==> config.mk <==
export PLATFORM = sky130hd
export DESIGN_NAME = seven_seg_scanner
export DESIGN_NICKNAME = d
export VERILOG_FILES = /design/src/rtl/seven_seg_scanner.sv
export SDC_FILE = /design/constraint.sdc
export NUM_CORES = 1
export LEC_CHECK = 0
export ABC_AREA = 1
export BUFFER_PORTS_ARGS = -buffer_cell sky130_fd_sc_hd__buf_2
export CORE_MARGIN = 2
export CORE_UTILIZATION = 55
export DETAILED_ROUTE_END_ITERATION = 12
export PLACE_DENSITY_LB_ADDON = 0.2
export SLEW_MARGIN = 5
export SYNTH_ARGS = -nofsm -noshare
export SYNTH_HDL_FRONTEND = slang
export SYNTH_SLANG_ARGS = --single-unit
==> constraint.sdc <==
create_clock -name clk_i -period 3.3 [get_ports clk_i]
set_clock_uncertainty 0.1 [all_clocks]
set_input_delay 0.165 -clock clk_i [delete_from_list [all_inputs] [get_ports clk_i]]
set_output_delay 0.165 -clock clk_i [all_outputs]
set_load 0.05 [all_outputs]
==> src/rtl/seven_seg_scanner.sv <==
// Four-digit seven-segment scanner: synchronizes the digit bus, snapshots it once per frame,
// then drives one anode per slot with registered outputs (1-cycle latency, no backpressure).
module seven_seg_scanner #(
  parameter int TICK_CYCLES  = 100000,
  parameter int BLANK_CYCLES = 1000
) (
  input  logic       clk_i,
  input  logic       rst_ni,
  input  logic [3:0] digit0_i,
  input  logic [3:0] digit1_i,
  input  logic [3:0] digit2_i,
  input  logic [3:0] digit3_i,
  input  logic       digit0_en_i,
  input  logic       digit1_en_i,
  input  logic       digit2_en_i,
  input  logic       digit3_en_i,
  output logic [3:0] anode_o,
  output logic [6:0] segments_o,
  output logic       dp_o
);

  localparam int CW = $clog2(TICK_CYCLES);
  localparam logic [CW-1:0] CYC_LAST = CW'(TICK_CYCLES - 1);

  logic [19:0]   in_bus;
  logic [19:0]   s1, s2, s3, shadow;
  logic [CW-1:0] cyc;
  logic [1:0]    idx;
  logic          stable, frame_start, blank;
  logic [3:0]    cur_dig;
  logic          cur_en;
  logic [3:0]    anode_d;
  logic [6:0]    seg_d;

  function automatic logic [6:0] hex7(input logic [3:0] v);
    case (v)
      4'h0: hex7 = 7'h40;  4'h1: hex7 = 7'h79;  4'h2: hex7 = 7'h24;  4'h3: hex7 = 7'h30;
      4'h4: hex7 = 7'h19;  4'h5: hex7 = 7'h12;  4'h6: hex7 = 7'h02;  4'h7: hex7 = 7'h78;
      4'h8: hex7 = 7'h00;  4'h9: hex7 = 7'h10;  4'hA: hex7 = 7'h08;  4'hB: hex7 = 7'h03;
      4'hC: hex7 = 7'h46;  4'hD: hex7 = 7'h21;  4'hE: hex7 = 7'h06;  default: hex7 = 7'h0E;
    endcase
  endfunction

  assign in_bus = {digit3_en_i, digit2_en_i, digit1_en_i, digit0_en_i,
                   digit3_i, digit2_i, digit1_i, digit0_i};

  // The shadow only updates when the synchronized bus has settled, so a frame is never torn.
  assign stable      = (s2 == s3);
  assign frame_start = (cyc == '0) && (idx == 2'd0);
  assign blank       = (BLANK_CYCLES > 0) && (int'(cyc) < BLANK_CYCLES);
  assign cur_dig     = shadow[{idx, 2'b00} +: 4];
  assign cur_en      = shadow[16 + int'(idx)];

  always_comb begin
    anode_d = 4'hF;
    seg_d   = 7'h7F;
    if (!blank) begin
      anode_d[idx] = ~cur_en;
      if (cur_en) seg_d = hex7(cur_dig);
    end
  end

  always_ff @(posedge clk_i or negedge rst_ni) begin
    if (!rst_ni) begin
      s1         <= '0;
      s2         <= '0;
      s3         <= '0;
      shadow     <= '0;
      cyc        <= '0;
      idx        <= 2'd0;
      anode_o    <= 4'hF;
      segments_o <= 7'h7F;
    end else begin
      s1 <= in_bus;
      s2 <= s1;
      s3 <= s2;
      if (frame_start && stable) shadow <= s2;
      if (cyc == CYC_LAST) begin
        cyc <= '0;
        idx <= idx + 2'd1;
      end else begin
        cyc <= cyc + CW'(1);
      end
      anode_o    <= anode_d;
      segments_o <= seg_d;
    end
  end

  assign dp_o = 1'b1;

endmodule

* Yosys cells after proc, flatten, opt, wreduce, memory -nomap -nowiden
Memory sizes are Yosys's and may differ from the RTL's. Cells that the tools add are included.
Storage, ports and cells: word-level logic and storage cells 36, flip-flop bits (word level) 110, memories 1, bits in read-only memories 112, input port bits 22
Memories:
- (no name shown) | depth 16, width 7, rd ports 1, clocked after Yosys merged registers in 0, write ports 0, RTL line 36 | case (v)
Cells by class: reduce and logical (&&, ||, !) cells 5, $lt $le $gt $ge 4, shift operators 1, muxes and demuxes 9, add/subtract/negate cells 3, bitwise logic cells 3, eq/ne operators 2
Operators with widths (number):
- equality test 20 bit | 1
- variable part select 20 x 5 -> 4 bit | 1
- adder 17 x 1 -> 17 bit, second input constant | 1
- equality test 17 bit, second input constant | 1
- zero test 17 bit | 1
- less-than comparator 17 x 10 -> 1 bit, second input constant | 1
- 2-to-1 mux 17 bit | 1
- 2-to-1 mux 7 bit | 2
- adder 5 x 2 -> 6 bit, first input constant | 1
- less-than comparator 6 bit, second input constant | 1
- binary-select mux 1 bit (select 5 bit) | 1
- 2-to-1 mux 4 bit | 1
- NOT 4 bit | 1
- bitwise OR 4 bit | 1
- logical AND 1 bit | 3
- less-than comparator 2 x 3 -> 1 bit, second input constant | 1
- 2-to-1 mux 1 bit | 3
- adder 2 x 1 -> 2 bit, second input constant | 1
- demux 1 bit (select 2 bit) | 1
- >= comparator 2 x 1 -> 1 bit, second input constant | 1
- zero test 2 bit | 1
- NOT 1 bit | 1

* Logic depth before layout (Yosys ltp)
Gate-level depths: netlist (run 1).
word-level depth 7, depth in mapped cells 12, depth with buffers taken out 10

* Worst setup path before layout (run 1)
Ideal clock, no wire load.
kind reg-to-reg, from register idx[0], to register segments_o[0], setup slack 1559 ps, cell stages (with the launch flop) 12, arrival 1555 ps, path through dfrtp_1 buf_6 buf_6 a21oi_1 o21ai_0 nand2_1 inv_1 ha_1 inv_1 nor2_1 o21ai_1 nand3_1
Between the ends: cells in the longest elaborated chain, start to end 6
RTL lines:
- start: declaration | RTL line 28 | logic [1:0] idx;
- start signal: assignment | RTL line 80 | idx <= idx + 2'd1;
- adder 5 x 2 -> 6 bit | RTL line 52 | assign cur_en = shadow[16 + int'(idx)];
- binary-select mux 1 bit (select 5 bit) | RTL line 52
- 2-to-1 mux 1 bit (implied by the code) (2 in a row) | RTL line 52
- 2-to-1 mux 7 bit (*) | RTL line 59 | if (cur_en) seg_d = hex7(cur_dig);
- 2-to-1 mux 7 bit (*) | RTL line 57 | if (!blank) begin
- net seg_d[0] | RTL line 33 | logic [6:0] seg_d;
- end signal: assignment | RTL line 85 | segments_o <= seg_d;
- end: declaration | RTL line 18 | output logic [6:0] segments_o,
Mark *: on every way through the listed nets, which the timed path passes. The rest lies on a longest branch. The select of a mux whose other input is x is not followed. A chain may end at the register's enable or synchronous reset.

* Worst setup path after layout (run 1)
from register idx[0], to register shadow[10]
Between the ends: cells in the longest elaborated chain, start to end 3
RTL lines:
- zero test 2 bit | RTL line 49 | assign frame_start = (cyc == '0) && (idx == 2'd0);
- logical AND 1 bit | RTL line 49
- logical AND 1 bit | RTL line 77 | if (frame_start && stable) shadow <= s2;
- end signal: assignment | RTL line 68 | shadow <= '0;
- end signal: assignment | RTL line 77
- end: declaration | RTL line 26 | logic [19:0] s1, s2, s3, shadow;
Every way passes these cells.

==> results.ini, run 1 <==
[floorplan]
die_area_um2=9470
num_rows=34
chipWidth_um=97.3
die_h_um=97.3
pin_count=34
coreArea_um2=8590
start_util_pct=55.7

[logic_synthesis]
ys_ff_latch=110
synthTopCellsByArea=dfrtp_1 52%, nand2_1 10%, inv_1 6.7%
synth_area_per_cell_um2=9.05
synth.most_common_cell=nand2_1
syn_area_um2=4790
synthFlopType=dfrtp_1
ys_seq_area_share_pct=57.8
syn_nets=563
synth_cell_type_count=31
yosys.area.top_type=dfrtp_1
netlist.area_leader.share_pct=51.7
synthCells=529
synth_commonest_cells=130 x nand2_1, 99 x dfrtp_1, 85 x inv_1
synth_warnings=0
synth-edff-count=0
synthArstFlopShare_pct=100

[sta]
setup_tns_ns=0
tightest_slew_ns=0.880
hold_viol_final=0
whs_ns=0.248
timing.final.crit_share_pct=67.9
min_period_ns=2.24
maxSlewViolCount=0
clock.fmax_mhz=446
rsz0062_at_grt=no
slew_headroom_pct=41.3
setup_viol=0

[cts]
post_cts_buffers=0
clkTransAtPathRegs_ns=0.11
clockBufferDepth=2
clock-sinks=110
cts_buffers=9
worstSkewPairLatency_ns=0.37
clockRootBuffer=clkbuf_8
cts_tree=built
h-tree-depth=3

[hold_path]
hp-start=s1[12]
hold_class=reg -> reg

[place]
dp_hpwl_um=5980
finalWeightedCongestion=0.860
io_buffers=32

[worst_setup_path]
crit_type=reg -> reg
critPathLaunch=idx[0]
reg2reg_from=idx[0]
critPathRequiredTime_ns=3.50
arrival_ns=2.44
critPathCaptureType=flop
path_max_fanout=21
cp-start-kind=flop

[detailed_routing]
drcViolationCount=0
ant_nets=0
vias=3401
wl_um=8740
first_pass_iters=4
viasPerCell=4.87
avgRoutedWirePerCell_um=12.5
drt_iter0_markers=148

[power_and_ir_drop]
power.share.clock_pct=34.3
power.density_nw_per_um2=425
ir_worst_vdd_mv=0.270
seq_power_share_pct=61.3
power.share.switching_pct=24.8
pwr-share-comb_pct=4.4
switching_power_uw=571
p_leak_nw=2.79
intPower_mw=1.73

[final_layout]
drive_gt1_share_pct=15.2
nets=620
multi_input_area_um2=1550
nFillCells=730
diodes=0
regArea_um2=2770
syn_to_final_growth_pct=12.9

[global_routing]
grt_max_degree=74
track_usage_pct=20.4
grt_pass1_vias=3386
grt.overflow.total=0
antenna_found_initial=0
grt_pass1_wl_um=15700

[job]
drv_cap=0

[status]
status=completed

## area by class of cell
| type | count | share of cell area [%] |
|---|---|---|
| tap | 108 | 2.50 |
| clock buffer | 10 | 2.36 |
| clock inverter | 6 | 1.09 |
| multi-input combinational | 312 | 28.7 |
| inverter | 96 | 6.71 |
| sequential | 110 | 51.2 |
| timing repair buffer | 57 | 7.45 |
## metrics by stage
| stage | cell area [um2] | cells | power (mW) | util (%) | setup slack, ns |
|---|---|---|---|---|---|
| finish | 5410 | 699 | 2.30 | 62.9 | 1.06 |
| global route | 5410 | 699 | 2.41 | 62.9 | 0.867 |
| CTS | 5410 | 699 | 2.32 | 62.9 | 1.08 |
| detailed placement | 5010 | 662 | 1.52 | 58.3 | 1.11 |
| global placement | 5010 | 662 | 1.51 | 58.3 | 1.19 |
| floorplan | 4790 | 529 | 1.46 | - | 1.56 |
## cells by family after synthesis
group | count (synthesis) | share of synthesized area, %
AND/OR/NAND/NOR | 239 | 21.4
adder cells (fa/ha/maj) | 12 | 3.14
buffers and inverters | 107 | 9.83
other | 1 | 0.0783
flip-flops | 110 | 57.8
AO/OA/AOI/OAI | 57 | 7.21
XOR/XNOR | 3 | 0.549
## layout by cell type (no fill, tap or decap), types with 2 or more instances in the layout
cell           Yosys  routed
a21oi_1           14      14
buf_2              2      31
buf_4              1       5
clkbuf_8           0       9
dfrtp_1           99      99
dfstp_2           11      11
dlygate4sd3_1      0      21
ha_1              12      12
inv_1             85      85
inv_2              9       9
inv_8              0       4
nand2_1          130     130
nand2_2            5       5
nand3_1           42      42
nand4_1            4       4
nor2_1            39      39
nor2_2             5       5
nor3_1             6       6
o211ai_1           2       2
o21ai_0           15      15
o21ai_1            5       5
o21bai_1          19      19
or2_2              4       4
xor2_1             3       3
## power groups by stage
stage,Clock [mW],Combinational [mW],Sequential (mW)
6_report,0.787,0.102,1.41
5_1_grt,0.873,0.119,1.41
4_1_cts,0.804,0.103,1.41
3_5_place_dp,0,0.0838,1.43
3_3_place_gp,0,0.0807,1.43
2_1_floorplan,0,0.0372,1.43
## timing repair
action	4_1_cts	5_1_grt
hold buffers	21	0
hold endpoints to repair	81	0
endpoints found under the setup margin	0	0
resized for setup	0	0
## registers in the layout, indices dropped and copies added, names as in the netlist
register / flops
idx: 2
cyc: 17
segments_o: 7
s3: 20
shadow: 20
anode_o: 4
s2: 20
s1: 20
## critical path: stages (launching register included)
cell	delay (ns)
dfrtp_1	0.58
inv_4	0.18
ha_1	0.18
nand2_1	0.06
nor2_1	0.07
nand3_1	0.09
nor2_2	0.13
nand3_2	0.06
buf_4	0.21
inv_2	0.29
nand3_1	0.13
nand2_1	0.08
## layer usage
layer	wire length (um)	part of all wire (%)	up-vias	global-route usage [%]
met5	0	0	-	0
met4	136	1.6	0	5.77
met3	279	3.2	14	4.10
met2	4160	48	55	33.7
met1	4160	48	1594	27.7
li1	-	-	1738	-
## worst paths after layout
path                                    to  slack (ns)  cells after the start
worst min-delay path                s2[12]        0.25                      0
worst max-delay path            shadow[10]        1.06                     11
worst min register to register      s2[12]        0.25                      0
worst max register to register  shadow[10]        1.06                     11
max in group asynchronous       anode_o[0]        1.88                      3
min in group asynchronous            s3[0]        0.35                      2
Power figures use the tool's default switching activity.
==> inputs of run 2 (changes only) <==
Clock period 3.3 ns to 2.1 ns, I/O delays scaled along.
==> run 2 against run 1 <==
Net effect:
- critical path depth is 1 lower
- first-iteration DRC count increased by 2.0%
- die area is the same
- power increased by 58%
- cell area is 1.2% higher
- global-route usage about the same
- sequential share of layout area fell by 0.60 points
- count of clock-buffer cells in the layout fell by 1
- register-to-register slack got worse by 0.87 ns
- final cell count up 0.43%
- fmax rose by 17%
- largest power group unchanged
==> results.ini, run 2 (synthesized netlist as in run 1, its figures left out) <==
[worst_setup_path]
reg2reg_from=idx[0]
path_max_fanout=17
reg2regPathDepth=10
crit_type=reg -> reg
rrSetupSlack_ns=0.19
arrival_ns=2.11
critPathCaptureType=flop
r2r-end=segments_o[3]
critPathRequiredTime_ns=2.30
cp-start-kind=flop

[global_routing]
grt_max_degree=45
grt_pass1_wl_um=15500
grt_pass1_vias=3500
antenna_found_initial=0
track_usage_pct=20.3
grt.overflow.total=0

[detailed_routing]
ant_nets=0
wl_um=8490
drt_iter0_markers=151
viasPerCell=4.85
drcViolationCount=0
first_pass_iters=4
vias=3407
avgRoutedWirePerCell_um=12.1

[cts]
cts_tree=built
cts_buffers=9
clockBufferDepth=2
clockRootBuffer=clkbuf_8
post_cts_buffers=0
clkTransAtPathRegs_ns=0.11
h-tree-depth=3
clock-sinks=110
worstSkewPairLatency_ns=0.38

[floorplan]
die_area_um2=9470
num_rows=34
pin_count=34
coreArea_um2=8590
chipWidth_um=97.3
start_util_pct=55.7
die_h_um=97.3

[power_and_ir_drop]
seq_power_share_pct=61.2
p_total_mw=3.62
power.density_nw_per_um2=661
p_leak_nw=2.82
power.share.clock_pct=34.3
switching_power_uw=898
pwr-share-comb_pct=4.5
ir_worst_vdd_mv=0.452
power.share.switching_pct=24.8
intPower_mw=2.72

[sta]
clock.fmax_mhz=524
rsz0062_at_grt=no
slew_headroom_pct=63.4
timing.final.crit_share_pct=90.8
setup_tns_ns=0
setup_slack_ns=0.193
hold_viol_final=0
tightest_slew_ns=0.549
maxSlewViolCount=0
min_period_ns=1.91
setup_viol=0

[final_layout]
drive_gt1_share_pct=16.0
layout_commonest_cell=nand2_1
syn_to_final_growth_pct=14.3
regArea_um2=2770
multi_input_area_um2=1550
nFillCells=733
diodes=0
most-common-layout-cells=130 x nand2_1, 98 x dfrtp_1, 85 x inv_1
nets=623

[place]
dp_hpwl_um=6020
finalWeightedCongestion=0.909
io_buffers=32
dp_slack_ns=0.171

[job]
drv_cap=0

[status]
status=completed

[hold_path]
hold_class=in -> async

run 2: changes by cell type in the layout (fill, tap and decap cells not counted), sizes merged:
cell | previous run | this run
clkinvlp | 0 | 1
buf | 36 | 39
clkinv | 2 | 5
clkbuf | 10 | 9
inv | 100 | 97
run 2: area by class of cell:
class                           instances  area share (%)
Clock inverter                          7            1.46
Clock buffer                            9            2.26
Inverter                               96            6.63
Sequential cell                       110            50.6
Tap cell                              108            2.47
Timing Repair Buffer                   60            8.23
Multi-Input combinational cell        312            28.4
run 2: worst max-delay path, stage by stage, from the launching register on:
cell	delay (ns)
dfrtp_1	0.43
buf_4	0.20
a21oi_1	0.14
o21ai_0	0.10
nand2_1	0.17
inv_1	0.14
ha_1	0.23
nand2_1	0.10
o21ai_0	0.09
nand2_1	0.06
nand3_1	0.07
run 2: power groups by stage:
stage	Sequential [mW]	Combinational, mW	Clock [mW]
finish	2.21	0.165	1.24
global route	2.22	0.193	1.38
CTS	2.21	0.168	1.29
detailed placement	2.25	0.139	0
global placement	2.25	0.133	0
floorplan	2.24	0.0585	0
run 2: worst max path at each step:
stage,startpoint,slack (ns),to
after floorplan,idx[0],0.36,segments_o[0]
after global placement,idx[1],0.21,segments_o[0]
after CTS,idx[1],0.14,segments_o[0]
final,idx[0],0.19,segments_o[3]
after detailed placement,idx[1],0.17,segments_o[0]
after global routing,idx[1],0.04,segments_o[0]
run 2: per-layer routing:
layer / global-route usage (%) / vias to the layer above / share of wire [%]
met4: 7.37 / 0 / 2.0
met2: 34.4 / 66 / 48
met1: 26.2 / 1581 / 47
li1: - / 1743 / -
met3: 4.24 / 17 / 3.6
met5: 0 / - / 0
run 2: timing repair:
action,4_1_cts,5_1_grt
gates resized for setup,0,1
endpoints found under the hold margin,62,0
endpoints found under the setup margin,0,2
hold buffers,21,0
run 2: per-stage QoR:
stage	instances	area, um2	util (%)	hold WS (ns)
after floorplan	529	4790	-	-0.291
after global placement	665	5060	58.8	0.0288
after detailed placement	665	5060	58.8	0.0409
after CTS	702	5470	63.7	0.171
after global routing	702	5470	63.7	0.206
final	702	5470	63.7	0.155
==> inputs of run 3 (changes only) <==
Settings changed: CORE_UTILIZATION 55 to 30.
Clock period 2.1 ns to 2.31 ns, I/O delays scaled along.
==> run 3 against run 2 <==
Net effect:
- worst hold slack better by 0.025 ns
- core utilization shrank 28 points
- critical path depth did not move
- wire length is 5.1% higher
- fmax is 3.3% lower
- via count decreased by 1.8%
- flip-flop and latch count stayed put
- power down 0.18%
- global-route usage is 8.5 points lower
- worst setup slack improved by 0.14 ns
- die area is 79% higher
- largest power group unchanged
==> results.ini, run 3 (synthesized netlist as in run 1, its figures left out) <==
[status]
status=completed

[detailed_routing]
viasPerCell=4.14
first_pass_iters=4
drcViolationCount=0
ant_nets=0
drt_iter0_markers=203
avgRoutedWirePerCell_um=11.0
wl_um=8930
vias=3347

[global_routing]
grt_pass1_wl_um=15500
grt_max_degree=45
grt_pass1_vias=3204
grt.overflow.total=0
track_usage_pct=11.9
antenna_found_initial=0

[sta]
setup_viol=0
min_period_ns=1.97
maxSlewViolCount=0
setup_tns_ns=0
hold_viol_final=0
tightest_slew_ns=0.710
clock.fmax_mhz=507
timing.final.crit_share_pct=85.4
rsz0062_at_grt=no
slew_headroom_pct=52.5

[power_and_ir_drop]
p_leak_nw=2.84
ir_worst_vdd_mv=0.451
power.density_nw_per_um2=638

[place]
dp_hpwl_um=6410
finalWeightedCongestion=0.812
io_buffers=32

[final_layout]
regArea_um2=2770
nFillCells=1599
diodes=0
drive_gt1_share_pct=15.3
syn_to_final_growth_pct=18.1
nets=622
most-common-layout-cells=130 x nand2_1, 99 x dfrtp_1, 85 x inv_1
multi_input_area_um2=1550
final_util_pct=36.0
layout_commonest_cell=nand2_1

[floorplan]
num_rows=46
start_util_pct=30.5
coreArea_um2=15700
die_h_um=130
die_area_um2=17000
pin_count=34
chipWidth_um=130

[cts]
clkTransAtPathRegs_ns=0.07
post_cts_buffers=0
clockBufferDepth=2
h-tree-depth=3
cts_buffers=9
worstSkewPairLatency_ns=0.35
cts_resized=0
clockRootBuffer=clkbuf_16
cts_tree=built
clock-sinks=110

[worst_setup_path]
max_stage_delay_ns=0.46
r2r-end=shadow[9]
critPathCaptureType=flop
reg2reg_from=idx[1]
crit_chain=inv_2, ha_1, nand2_1, nor2_1, nand3_1, nor2_2, nand3_2, buf_4, o21bai_1, nand2_1
crit_slowest_cell=dfrtp_1
critical_path.top_delay_family=simple AND/OR/NAND/NOR gates
crit_buf_inv=2
reg2regPathDepth=10
critPathRequiredTime_ns=2.45
cp_common_cell=nand2_1
path_max_fanout=20
crit_type=reg -> reg
rrSetupSlack_ns=0.34
arrival_ns=2.11
cp-start-kind=flop

[hold_path]
hold_class=in -> async

[job]
drv_cap=0

## run 3: changes by cell type in the layout (fill, tap and decap cells not counted), sizes merged
cell    before  now
clkbuf       9   11
clkinv       5    3
buf         39   38
## run 3: per-layer routing
layer	part of all wire (%)	vias to the layer above	GRT usage (%)
li1	-	1740	-
met1	49	1523	15.5
met2	45	70	18.3
met3	4.6	14	4.55
met4	1.8	0	3.94
met5	0	-	0
## run 3: how the worst max path moves through the flow
stage | slack, ns | end | cells after the start | startpoint
2_1_floorplan | 0.57 | segments_o[0] | 11 | idx[0]
3_3_place_gp | 0.43 | shadow[17] | 10 | idx[1]
3_5_place_dp | 0.37 | shadow[14] | 10 | idx[1]
4_1_cts | 0.34 | shadow[19] | 10 | idx[1]
5_1_grt | 0.14 | shadow[7] | 10 | idx[1]
6_report | 0.34 | shadow[9] | 10 | idx[1]
## run 3: worst register-to-register path: cells and delay by family, from the launching register on
kind,cells,cell delay (ns)
AO/OA/AOI/OAI,1,0.19
adder cells (fa/ha/maj),1,0.21
buffers and inverters,2,0.38
flip-flops,1,0.46
AND/OR/NAND/NOR,6,0.53
## run 3: area by class of cell
| cell class | instances | share of cell area (%) |
|---|---|---|
| multi-input cells | 312 | 27.4 |
| inverters | 96 | 6.41 |
| clock inverters | 5 | 0.752 |
| well taps | 216 | 4.78 |
| clock buffers | 11 | 4.11 |
| repair buffers | 59 | 7.61 |
| flip-flops and latches | 110 | 48.9 |
## run 3: power breakdown
part	total (mW)	internal [mW]	switching (mW)
Clock	1.45	0.744	0.709
Sequential	2.01	1.98	0.0308
Combinational	0.148	0.0645	0.0839
Total	3.61	2.79	0.824
## run 3: what timing repair did
| item | CTS | global route |
|---|---|---|
| hold endpoints to repair | 52 | 0 |
| hold buffers | 21 | 0 |
| endpoints found under the setup margin | 0 | 0 |
## run 3: metrics by stage
step,instance area [um2],hold WS [ns],power (mW),std cells,worst slack [ns]
global route,5660,0.193,3.80,809,0.139
global placement,5170,0.0174,2.17,772,0.435
detailed placement,5170,0.0185,2.18,772,0.370
finish,5660,0.180,3.61,809,0.338
CTS,5660,0.175,3.69,809,0.342
floorplan,4790,-0.280,2.09,529,0.569
